**src/rtl/mux_arb_pkg.sv**
```systemverilog
// rtl/mux_arb_pkg.sv - shared types and constants for the two-requester mux arbiter
package mux_arb_pkg;

  typedef enum logic [1:0] {
    IDLE = 2'b00,
    G0   = 2'b01,
    G1   = 2'b10
  } arb_state_e;

  localparam int DW            = 32;
  localparam int CNT_W         = 4;
  localparam int MAX_BURST_MIN = 1;
  localparam int MAX_BURST_MAX = 15;

endpackage

```
**src/rtl/mux2t1_32_arb_if.sv**
```systemverilog
// rtl/mux2t1_32_arb_if.sv - requester, select and output-stage signals of the mux arbiter
interface mux2t1_32_arb_if;
  import mux_arb_pkg::*;

  logic [DW-1:0] I0;
  logic          v0;
  logic          r0;
  logic [DW-1:0] I1;
  logic          v1;
  logic          r1;
  logic          s;
  logic [DW-1:0] o;
  logic          ov;
  logic          ordy;

  modport slave (
    input  I0, v0, I1, v1, ordy,
    output r0, r1, s, o, ov
  );

  modport master (
    output I0, v0, I1, v1, ordy,
    input  r0, r1, s, o, ov
  );

endinterface

```
**src/rtl/MUX2T1_32.sv**
```systemverilog
// rtl/MUX2T1_32.sv - 32-bit 2:1 data multiplexer steered by the arbiter select
module MUX2T1_32
  import mux_arb_pkg::*;
(
  input  logic [DW-1:0] I0,
  input  logic [DW-1:0] I1,
  input  logic          s,
  output logic [DW-1:0] o
);

  assign o = s ? I1 : I0;

endmodule

```
**src/rtl/mux2t1_32_arb.sv**
```systemverilog
// rtl/mux2t1_32_arb.sv - round-robin grant of the shared 32-bit mux path with burst cap and output register
module mux2t1_32_arb
  import mux_arb_pkg::*;
#(
  parameter int MAX_BURST = 4
)
(
  input  logic            clk,
  input  logic            rst_n,
  mux2t1_32_arb_if.slave  bus
);

  // Out-of-range burst caps are clamped into the representable counter range.
  localparam int MB_INT = (MAX_BURST < MAX_BURST_MIN) ? MAX_BURST_MIN :
                          (MAX_BURST > MAX_BURST_MAX) ? MAX_BURST_MAX : MAX_BURST;
  localparam logic [CNT_W-1:0] MB    = CNT_W'(MB_INT);
  localparam logic [CNT_W-1:0] MB_M1 = CNT_W'(MB_INT - 1);

  arb_state_e       state;
  arb_state_e       state_nxt;
  logic [CNT_W-1:0] cnt;
  logic             last;
  logic [DW-1:0]    mux_o;
  logic [DW-1:0]    o_reg;
  logic             ov_reg;
  logic             free;
  logic             r0;
  logic             r1;
  logic             xfer;
  logic             cap_hit;

  MUX2T1_32 u_mux (
    .I0 (bus.I0),
    .I1 (bus.I1),
    .s  (bus.s),
    .o  (mux_o)
  );

  assign free    = !ov_reg || bus.ordy;
  assign r0      = (state == G0) && free;
  assign r1      = (state == G1) && free;
  assign xfer    = (bus.v0 && r0) || (bus.v1 && r1);
  assign cap_hit = (cnt == MB) || ((cnt == MB_M1) && xfer);

  assign bus.r0 = r0;
  assign bus.r1 = r1;
  assign bus.s  = (state == G1);
  assign bus.o  = o_reg;
  assign bus.ov = ov_reg;

  always_comb begin
    state_nxt = state;
    case (state)
      IDLE: begin
        if (bus.v0 && bus.v1) state_nxt = last ? G0 : G1;
        else if (bus.v0)      state_nxt = G0;
        else if (bus.v1)      state_nxt = G1;
      end
      G0: begin
        if (!bus.v0)                state_nxt = bus.v1 ? G1 : IDLE;
        else if (bus.v1 && cap_hit) state_nxt = G1;
      end
      G1: begin
        if (!bus.v1)                state_nxt = bus.v0 ? G0 : IDLE;
        else if (bus.v0 && cap_hit) state_nxt = G0;
      end
      default: state_nxt = IDLE;
    endcase
  end

  always_ff @(posedge clk or negedge rst_n) begin
    if (!rst_n) begin
      state <= IDLE;
      cnt   <= '0;
      last  <= 1'b1;
    end else begin
      state <= state_nxt;
      if (state_nxt != state) begin
        cnt <= '0;
        if (state_nxt != IDLE) last <= (state_nxt == G1);
      end else if (xfer && (cnt != MB)) begin
        // Saturate so a lone requester can stream past the cap without wrapping.
        cnt <= cnt + CNT_W'(1);
      end
    end
  end

  always_ff @(posedge clk or negedge rst_n) begin
    if (!rst_n) begin
      o_reg  <= '0;
      ov_reg <= 1'b0;
    end else if (xfer) begin
      o_reg  <= mux_o;
      ov_reg <= 1'b1;
    end else if (ov_reg && bus.ordy) begin
      ov_reg <= 1'b0;
    end
  end

endmodule
```
**src/flat_wrapper.sv**
```systemverilog
// flat-port wrapper written by rule: the top's interface ports become plain ports
module mux2t1_32_arb_flat import mux_arb_pkg::*;
#(
  parameter int MAX_BURST = 4
)
  (clk, rst_n, bus_I0, bus_v0, bus_I1, bus_v1, bus_ordy, bus_r0, bus_r1, bus_s, bus_o, bus_ov);
  mux2t1_32_arb_if bus_i ();
  input  logic clk;
  input  logic rst_n;
  input wire logic [$bits(bus_i.I0)-1:0] bus_I0;
  input wire logic [$bits(bus_i.v0)-1:0] bus_v0;
  input wire logic [$bits(bus_i.I1)-1:0] bus_I1;
  input wire logic [$bits(bus_i.v1)-1:0] bus_v1;
  input wire logic [$bits(bus_i.ordy)-1:0] bus_ordy;
  output wire logic [$bits(bus_i.r0)-1:0] bus_r0;
  output wire logic [$bits(bus_i.r1)-1:0] bus_r1;
  output wire logic [$bits(bus_i.s)-1:0] bus_s;
  output wire logic [$bits(bus_i.o)-1:0] bus_o;
  output wire logic [$bits(bus_i.ov)-1:0] bus_ov;
  assign bus_i.I0 = bus_I0;
  assign bus_i.v0 = bus_v0;
  assign bus_i.I1 = bus_I1;
  assign bus_i.v1 = bus_v1;
  assign bus_i.ordy = bus_ordy;
  assign bus_r0 = bus_i.r0;
  assign bus_r1 = bus_i.r1;
  assign bus_s = bus_i.s;
  assign bus_o = bus_i.o;
  assign bus_ov = bus_i.ov;
  mux2t1_32_arb #(.MAX_BURST(MAX_BURST)) u_core (.clk(clk), .rst_n(rst_n), .bus(bus_i));
endmodule
```
**config.mk**
```make
export PLATFORM = sky130hd
export DESIGN_NAME = mux2t1_32_arb_flat
export DESIGN_NICKNAME = d
export VERILOG_FILES = /design/src/rtl/mux_arb_pkg.sv /design/src/rtl/mux2t1_32_arb_if.sv /design/src/rtl/MUX2T1_32.sv /design/src/rtl/mux2t1_32_arb.sv /design/src/flat_wrapper.sv
export SDC_FILE = /design/constraint.sdc
export NUM_CORES = 1
export LEC_CHECK = 0
export BUFFER_PORTS_ARGS = -buffer_cell sky130_fd_sc_hd__buf_2
export CORE_MARGIN = 4
export CORE_UTILIZATION = 32
export DETAILED_ROUTE_END_ITERATION = 8
export PLACE_DENSITY = 0.65
export RECOVER_POWER = 25
export SLEW_MARGIN = 5
export SYNTH_ARGS = -nofsm -noshare
export SYNTH_HDL_FRONTEND = slang
export SYNTH_SLANG_ARGS = --single-unit
```
**constraint.sdc**
```tcl
create_clock -name clk -period 3.52 [get_ports clk]
set_input_delay 0.352 -clock clk [delete_from_list [all_inputs] [get_ports clk]]
set_output_delay 0.352 -clock clk [all_outputs]
set_load 0.005 [all_outputs]
```
==> results.py <==
metrics = {
    "clocking": {
        "cts_sinks": 40,
        "hold_buffers": 0,
        "numCtsBuffers": 5,
        "htreeDepth": 2,
        "clk_pin_slew_worst_paths_ns": 0.08,
        "postCtsSetupBuffers": 0,
        "cts_tree": "built",
        "cts_resized": 0,
        "insertion_delay_ns": 0.28,
        "cts_buffer_depth": 2,
        "cts_root_buffer": "clkbuf_8",
    },
    "worst_setup_path": {
        "r2r-start": "u_core.state[0]",
        "slowest_delay_ns": 0.54,
        "path_class": "register to output port",
        "cp_num_cells": 4,
        "critPathBufInv": 3,
        "cp.arrival_ns": 2.03,
        "critPathRequiredTime_ns": 3.17,
        "cp_slowest_cell": "nor2_4",
        "end_kind": "output port",
        "cp_max_fo": 18,
        "start_kind": "register",
        "crit_family": "buffers and inverters",
        "r2r_cells": 5,
        "crit_chain": "inv_2 -> nor2_4 -> buf_4 -> buf_2",
        "cp-startpoint": "u_core.state[1]",
    },
    "yosys": {
        "seq_area_frac_synth": 0.477,
        "synthArstFlopShare": 1.00,
        "synth_edf_count": 0,
        "postSynthAreaPerCell_um2": 10.0,
        "ys_ff_latch": 40,
        "yosysTopAreaCell": "dfrtp_1",
        "ys_types": 44,
        "muxShareOfSynthArea": 0.157,
        "synth_top_family_by_area": "multiplexers",
        "yosys_warnings": 0,
        "synthAdderAreaFrac": 0.0119,
        "synthCells": 210,
        "synthXorXnorAreaFrac": 0.00833,
        "synthTopCellsByArea": "dfrtp_1 (46%), mux2i_1 (16%), o21ai_1 (6.7%)",
        "syn-num-nets": 281,
        "synth_top_area_frac": 0.464,
        "synth_area_um2": 2100,
        "synth_compound_area_frac": 0.155,
        "synth-simple-area-share": 0.146,
        "ys.flop_type": "dfrtp_1",
    },
    "floorplan": {
        "die-area_um2": 7930,
        "fp.coreArea_um2": 6350,
        "initial_utilization": 0.331,
        "die_w_um": 89.1,
        "rows": 29,
        "die_h_um": 89.1,
        "io_pins": 105,
    },
    "sta": {
        "worst_clock_skew_ns": 0.00332,
        "drv_slew": 41,
        "worstMarginPinSlew_ns": 2.17,
        "timing.slew.headroom": -0.447,
        "final-hold-violation-count": 0,
        "fin_crit_sh": 0.677,
        "rsz0062_at_grt": "false",
        "final.setup.tns_ns": 0,
        "setup_viol": 0,
        "final.min_clock_period_ns": 2.38,
        "fmax_ghz": 0.419,
    },
    "placed_design": {
        "gp_congestion": 0.806,
        "placed_cell_area_um2": 2680,
        "port_buffers": 104,
        "dp_cells": 379,
        "hpwl_mm": 3.79,
    },
    "global_route": {
        "grt_antenna_before_repair": 0,
        "grt_pass1_wl_mm": 7.83,
        "grt_pass1_vias": 1745,
        "overflow": 0,
        "grt_max_degree": 67,
        "track_usage": 0.126,
    },
    "pwr": {
        "ir_drop_uv": 330,
        "switchingPower_uw": 696,
        "p_leak_nw": 1.41,
        "p_int_mw": 1.29,
        "p_sw_frac": 0.351,
        "clockPowerShare": 0.201,
        "seqPwrFrac": 0.398,
        "power.density_nw_per_um2": 707,
        "combPwrFrac": 0.401,
    },
    "final_layout": {
        "drive_above_1_share": 0.397,
        "area_delta_synth_final_pct": 33.2,
        "antenna_cells": 0,
        "finish.utilization": 0.441,
        "final_common_cell": "buf_2",
        "final_cell_mix": "buf_2 (103), dfrtp_1 (39), nand2_1 (36), mux2i_1 (33), o21ai_1 (28)",
        "largest_reg_flops": 32,
        "fin_cells": 387,
        "postLayoutCellArea_um2": 2800,
        "final_nets": 380,
    },
    "min_path": {
        "min_path_cells": 3,
        "hp-start": "bus_I0[22]",
        "hold_path_class": "input port to register",
    },
    "routing": {
        "wire_per_inst_um": 12.7,
        "detail_route.vias_per_cell": 4.72,
        "drt_iter0_drc": 59,
        "drc": 0,
        "dr.pass1.iters": 4,
        "vias": 1825,
        "drt.antenna.violating_nets": 0,
        "wirelength_mm": 4.93,
    },
    "outcome": {
        "status": "finished with violations",
        "violations": "max-capacitance violations, max-slew violations",
    },
    "flow_run": {
        "maxCapViolCount": 1,
    },
}
final timing paths:
kind                                     to  slack (ns)
min                        u_core.bus.o[22]        0.34
min in group asynchronous  u_core.bus.o[19]        0.70
min reg2reg                u_core.bus.o[23]        0.48
max in group asynchronous  u_core.bus.o[10]        1.58
max                                   bus_s        1.14
max reg2reg                   u_core.cnt[3]        1.32
tightest hold or removal path: stages:
cell and delay (ns):
buf_2 0.07, mux2i_1 0.05, o21ai_1 0.10
cell type report:
| type | count | area [um2] |
|---|---|---|
| fillers | 623 | 3550 |
| multi-input cells | 150 | 1020 |
| flip-flops and latches | 40 | 1000 |
| repair buffers | 106 | 534 |
| clock buffers | 7 | 96.3 |
| well taps | 77 | 96.3 |
| clock inverters | 1 | 30.0 |
| inverters | 6 | 22.5 |
cells in the mapped netlist, types with 2 or more instances:
cell	n
clkbuf_1	4
nor2_1	2
inv_1	5
nor3_1	2
a21oi_1	3
o21ai_1	28
and3b_2	2
mux2i_1	33
nor2b_1	2
nor4_1	3
buf_2	9
o21ai_0	6
nand3b_1	2
nand2_1	36
dfrtp_1	39
o2111ai_1	2
a31oi_1	4
ha_1	2
stage by stage:
step / hold WS (ns) / setup WS (ns) / total power, mW
CTS: 0.219 / 1.06 / 2.03
global placement: 0.463 / 1.38 / 1.59
detailed placement: 0.470 / 1.33 / 1.62
finish: 0.338 / 1.14 / 1.98
floorplan: 0.0564 / 1.80 / 1.28
global route: 0.330 / 1.00 / 2.16
power by group through the flow:
stage          sequential (mW)  combinational (mW)  clock (mW)
6_report                 0.788               0.793       0.399
5_1_grt                  0.824               0.903       0.437
4_1_cts                  0.791               0.819       0.416
3_5_place_dp             0.798               0.820           0
3_3_place_gp             0.794               0.794           0
2_1_floorplan            0.780               0.501           0
per-layer routing:
| layer | up-vias | share of wire | track usage |
|---|---|---|---|
| met3 | 2 | 0.072 | 0.0359 |
| met4 | 0 | 0.0047 | 0.0325 |
| met5 | - | 0 | 0 |
| li1 | 945 | - | - |
| met1 | 814 | 0.42 | 0.158 |
| met2 | 64 | 0.50 | 0.216 |
logic make-up (layout without fill, tap and decap cells):
kind of cell,after synthesis,in the layout
flip-flops,40,40
AO/OA/AOI/OAI,53,53
AND/OR/NAND/NOR,60,60
XOR/XNOR,2,2
adder cells (fa/ha/maj),2,2
multiplexers,33,33
buffers and inverters,20,120
Note: power is estimated with default switching activity, not from simulation.
